### config.mk
export PLATFORM = sky130hd
export DESIGN_NAME = data_memory_block_flat
export DESIGN_NICKNAME = d
export VERILOG_FILES = /design/src/rtl/data_memory_block_if.sv /design/src/rtl/data_memory_block.sv /design/src/flat_wrapper.sv
export SDC_FILE = /design/constraint.sdc
export NUM_CORES = 2
export LEC_CHECK = 0
export ABC_CLOCK_PERIOD_IN_PS = 5400
export BUFFER_PORTS_ARGS = -buffer_cell sky130_fd_sc_hd__buf_2
export CAP_MARGIN = 5
export CORE_MARGIN = 2
export CORE_UTILIZATION = 50
export DETAILED_ROUTE_END_ITERATION = 7
export PLACE_DENSITY = 0.65
export SYNTH_ARGS = -nofsm -noshare
export SYNTH_HDL_FRONTEND = slang
export SYNTH_SLANG_ARGS = --single-unit
### constraint.sdc
create_clock -name clock -period 5.4 [get_ports clock]
set_input_delay 0.27 -clock clock [delete_from_list [all_inputs] [get_ports clock]]
set_output_delay 0.27 -clock clock [all_outputs]
set_load 0.02 [all_outputs]
### src/rtl/data_memory_block_if.sv
// Block-level memory bus between the data cache (master) and the data memory (slave).
interface data_memory_block_if #(
  parameter int ADDR_WIDTH = 6
);
  logic                  read;
  logic                  write;
  logic [ADDR_WIDTH-1:0] address;
  logic [31:0]           writedata;
  logic [31:0]           readdata;
  logic                  busywait;

  modport master (output read, write, address, writedata, input readdata, busywait);
  modport slave  (input read, write, address, writedata, output readdata, busywait);
endinterface

### src/rtl/data_memory_block.sv
// Block-granular data memory with a fixed multi-cycle latency; busywait drops
// for exactly one cycle (ACK) when an access completes.
module data_memory_block #(
  parameter int LATENCY    = 5,
  parameter int ADDR_WIDTH = 6
) (
  input logic                 clock,
  input logic                 reset,
  data_memory_block_if.slave  bus
);
  localparam int NUM_BYTES = 4 * (2 ** ADDR_WIDTH);

  typedef enum logic [1:0] {IDLE, ACCESS, ACK} state_t;

  state_t                state, state_n;
  logic [3:0]            count;
  logic                  op_write;
  logic [ADDR_WIDTH-1:0] lat_addr;
  logic [31:0]           lat_data;
  logic [31:0]           readdata_q;
  logic [31:0]           block_rd;
  logic                  busy;
  logic                  request;
  logic                  access_now;

  // NOTE: storage has no reset term so it maps onto RAM; only the initial
  // value is zeroed, reset never clears contents.
  logic [7:0] mem [0:NUM_BYTES-1] = '{default: 8'h00};

  assign request    = bus.read | bus.write;
  assign access_now = (state == ACCESS) && (count == 4'd0);

  always_ff @(posedge clock or posedge reset) begin
    if (reset) state <= IDLE;
    else       state <= state_n;
  end

  // NOTE: combinational blocks use blocking assignments with every output
  // defaulted first, so no latch is inferred; clocked blocks use <= only.
  always_comb begin
    state_n = state;
    busy    = 1'b0;
    case (state)
      IDLE: begin
        busy = request;
        if (request) state_n = ACCESS;
      end
      ACCESS: begin
        busy = 1'b1;
        if (count == 4'd0) state_n = ACK;
      end
      ACK:     state_n = IDLE;
      default: state_n = IDLE;
    endcase
    if (reset) busy = 1'b0;
  end

  always_comb begin
    block_rd = '0;
    for (int k = 0; k < 4; k++)
      block_rd[8*k +: 8] = mem[{lat_addr, 2'(k)}];
  end

  always_ff @(posedge clock or posedge reset) begin
    if (reset) begin
      count      <= 4'd0;
      op_write   <= 1'b0;
      lat_addr   <= '0;
      lat_data   <= '0;
      readdata_q <= '0;
    end else begin
      case (state)
        IDLE: if (request) begin
          op_write <= bus.write;   // write wins when both are high
          lat_addr <= bus.address;
          lat_data <= bus.writedata;
          count    <= 4'(LATENCY - 1);
        end
        ACCESS: begin
          if (count != 4'd0)  count      <= count - 4'd1;
          else if (!op_write) readdata_q <= block_rd;
        end
        default: ;
      endcase
    end
  end

  // An access aborted by reset never reaches this write: state is forced to IDLE.
  always_ff @(posedge clock) begin
    if (!reset && access_now && op_write)
      for (int k = 0; k < 4; k++)
        mem[{lat_addr, 2'(k)}] <= lat_data[8*k +: 8];
  end

  assign bus.busywait = busy;
  assign bus.readdata = readdata_q;
endmodule

### src/flat_wrapper.sv
// flat-port wrapper written by rule: the top's interface ports become plain ports
module data_memory_block_flat 
#(
  parameter int LATENCY    = 5,
  parameter int ADDR_WIDTH = 6
)
  (clock, reset, bus_read, bus_write, bus_address, bus_writedata, bus_readdata, bus_busywait);
  data_memory_block_if #(.ADDR_WIDTH(ADDR_WIDTH)) bus_i ();
  input logic clock;
  input logic reset;
  input wire logic [$bits(bus_i.read)-1:0] bus_read;
  input wire logic [$bits(bus_i.write)-1:0] bus_write;
  input wire logic [$bits(bus_i.address)-1:0] bus_address;
  input wire logic [$bits(bus_i.writedata)-1:0] bus_writedata;
  output wire logic [$bits(bus_i.readdata)-1:0] bus_readdata;
  output wire logic [$bits(bus_i.busywait)-1:0] bus_busywait;
  assign bus_i.read = bus_read;
  assign bus_i.write = bus_write;
  assign bus_i.address = bus_address;
  assign bus_i.writedata = bus_writedata;
  assign bus_readdata = bus_i.readdata;
  assign bus_busywait = bus_i.busywait;
  data_memory_block #(.LATENCY(LATENCY), .ADDR_WIDTH(ADDR_WIDTH)) u_core (.clock(clock), .reset(reset), .bus(bus_i));
endmodule
==> qor.yml <==
synthesis:
  yosys_warnings: 0
  synth_seq_cells: 2125
  synthTopCellsByArea: "edfxtp_1, mux2i_1, mux4_2"
  synth_cells: 4407
  synth_top_area_share_pct: 75.6
  synth_commonest_cells: "edfxtp_1, mux2i_1, a221oi_1, nor2_1, nand2_1"
  synth_ff_type: "edfxtp_1"
  synth_fp_nets: 4450
  ys_seq_area_share_pct: 78.0
  post-synth-top-count-cell: "edfxtp_1"
  synthArstFlopShare_pct: 3.62
  synth.distinct_cells: 67
  syn_avg_cell_area_um2: 18.5
  synth_area_um2: 81300
  synth_top_cell_by_area: "edfxtp_1"
  synth_edf_count: 2048
finish:
  area_delta_synth_final_pct: 13.8
  drive_above_1_share_pct: 19.2
  nNetsFinal: 4700
flow_run:
  maxCapViolations: 0
cts:
  numCtsBuffers: 204
  cts_resized: 0
  clkSinkCount: 2125
  cts.htree.levels: 4
  cts_tree: "done"
  cts_buffer_depth: 3
  path_clk_slew_ps: 60
  clock_latency_ps: 850
  clock-root-buffer: "clkbuf_16"
timing:
  setup_violations: 0
  finClkSkew_ps: 40.5
  worst_slack_ps: 977
  worst_pin_slew_ps: 1420
  relSlewSlack_pct: 4.70
  setup_tns_ps: 0
  rsz0062_at_grt: "false"
  timing.fmax_mhz: 226
  hold_viol_final: 0
  fin_crit_ps: 4420
  fin_crit_sh_pct: 81.9
  slew_violations: 0
placement:
  place_congestion: 0.966
  port_buffers: 74
  hpwl_um: 153000
  pre_cts_slack_ps: 1120
routing:
  drc_errors: 0
  dr.first_iter.drc_count: 9155
  antenna_left: 0
  vias: 47100
  routed_wl_um: 261000
  dr.pass1.iters: 6
  wl_per_cell_um: 37.2
  via_per_inst: 6.71
worst_setup_path:
  worstPathMaxFanout: 45
  critPathSlowestCell: "dfrtp_4"
  cp-start-kind: "register"
  crit_arrival_ps: 5200
  timing.critical_path.mode_cell: "buf_4"
  reg2reg_slack_ps: 980
  max_stage_delay_ps: 870
  crit_path_start: "u_core.lat_addr[1]"
  ff2ff_path_depth: 8
  rr_startpoint: "u_core.lat_addr[1]"
  cp_cell_sequence: "buf_4 -> and2_4 -> buf_4 -> a221oi_1 -> o22a_1 -> o22ai_1 -> a311o_1 -> o32a_1"
  crit_type: "register to register"
  critPathRequiredTime_ps: 6180
  cp-end-kind: "register"
  crit_path_end: "bus_readdata[5]"
  timing.rr.end: "bus_readdata[5]"
run_status:
  outcome: "complete, no violations"
min_path:
  worst_hold_path_type: "input pin to async pin"
grt:
  grt_usage_pct: 31.0
  antenna_found_initial: 24
  grt_max_degree: 94
  grt_pass1_vias: 44600
  grt-ovfl-total: 0
  grt_pass1_wl_um: 359000
floorplan:
  die_w_um: 407
  top_level_ports: 75
  design.die.area_um2: 166000
  coreArea_um2: 162000
  initial_utilization_pct: 50.1
  rows: 148
  die_h_um: 407
pwr:
  leakage_nw: 29.8
  power_density_nw_per_um2: 572
  ir_drop_v: 0.000516
[layer usage]
metal	wire length [um]	share of wire [%]	vias to the layer above	global-route usage [%]
li1	-	-	18700	-
met1	96100	37	24200	42.8
met2	115000	44	3604	45.8
met3	35400	14	616	8.69
met4	14200	5.4	18	14.7
met5	110	0.042	-	0
[cell usage in the layout (no fill, tap or decap), drive strengths merged, types with 70 or more instances in the layout]
| master | instances |
|---|---|
| clkinv | 77 |
| mux2 | 70 |
| nor2 | 204 |
| dfrtp | 77 |
| buf | 304 |
| a21oi | 85 |
| o21ai | 133 |
| edfxtp | 2048 |
| a22oi | 141 |
| clkbuf | 276 |
| mux4 | 135 |
| nand2 | 182 |
| a221oi | 281 |
| o22ai | 110 |
| mux2i | 364 |
[worst min path at each step]
stage	slack, ps	end	from	cells after the start
global route	60	bus_readdata[10]	reset	3
floorplan	380	u_core.lat_addr[3]	bus_address[3]	2
detailed placement	360	bus_readdata[10]	reset	2
finish	50	bus_readdata[10]	reset	3
CTS	1	bus_readdata[8]	reset	3
global placement	360	bus_readdata[10]	reset	2
[report_power, final]
part | internal, mW | total (mW) | switching (mW)
Sequential | 20.7 | 21.8 | 1.14
Combinational | 4.58 | 16.6 | 12.0
Clock | 8.26 | 14.4 | 6.18
[sequential cells by signal (all words and copies together) (netlist names)]
| register | count |
|---|---|
| bus_readdata | 32 |
| u_core.count | 4 |
| u_core.lat_addr | 6 |
| u_core.lat_data | 32 |
| u_core.mem | 2048 |
| u_core.op_write | 1 |
| u_core.state | 2 |
[logic make-up (layout without fill, tap and decap cells)]
group,count (synthesis),count (layout),synth area share (%)
AOI/OAI and AO/OA,885,885,7.91
DFF,2125,2125,78.0
adders and majority gates,1,1,0.0154
muxes,569,569,9.19
other,0,5,0
buffers and inverters,307,735,2.12
and+or+nand+nor,519,519,2.78
xor gates and xnor gates,1,1,0.0108
[worst max-delay path: cells and delay by family, from the launching register on]
family | cells | cell delay, ps
flip-flops | 1 | 870
buffers and inverters | 2 | 1080
AND/OR/NAND/NOR | 1 | 700
AO/OA/AOI/OAI | 5 | 1570
[metrics by stage]
step,util (%),area [um^2],std cells,power (mW),hold slack [ps]
2_1_floorplan,-,81300,4407,30.5,375
3_3_place_gp,52.7,85400,6584,38.0,360
3_5_place_dp,52.7,85400,6585,38.3,360
4_1_cts,57.1,92600,7010,52.4,1.37
5_1_grt,57.1,92600,7010,53.9,60.4
6_report,57.1,92600,7015,52.9,49.6
[what timing repair did]
item,in CTS,in global routing
hold buffers,41,0
hold endpoints to repair,81,0
buffers inserted,0,0
endpoints found under the setup margin,0,0
[final cells by class]
cell class	instances	area (um^2)
Antenna cell	5	12.5
Clock buffer	276	5540
Clock inverter	108	1190
Fill cell	12100	69600
Inverter	6	30.0
Multi-Input combinational cell	1975	16800
Sequential cell	2125	63500
Tap cell	2175	2720
Timing Repair Buffer	345	2800
Note: power is estimated with default switching activity, not from simulation.
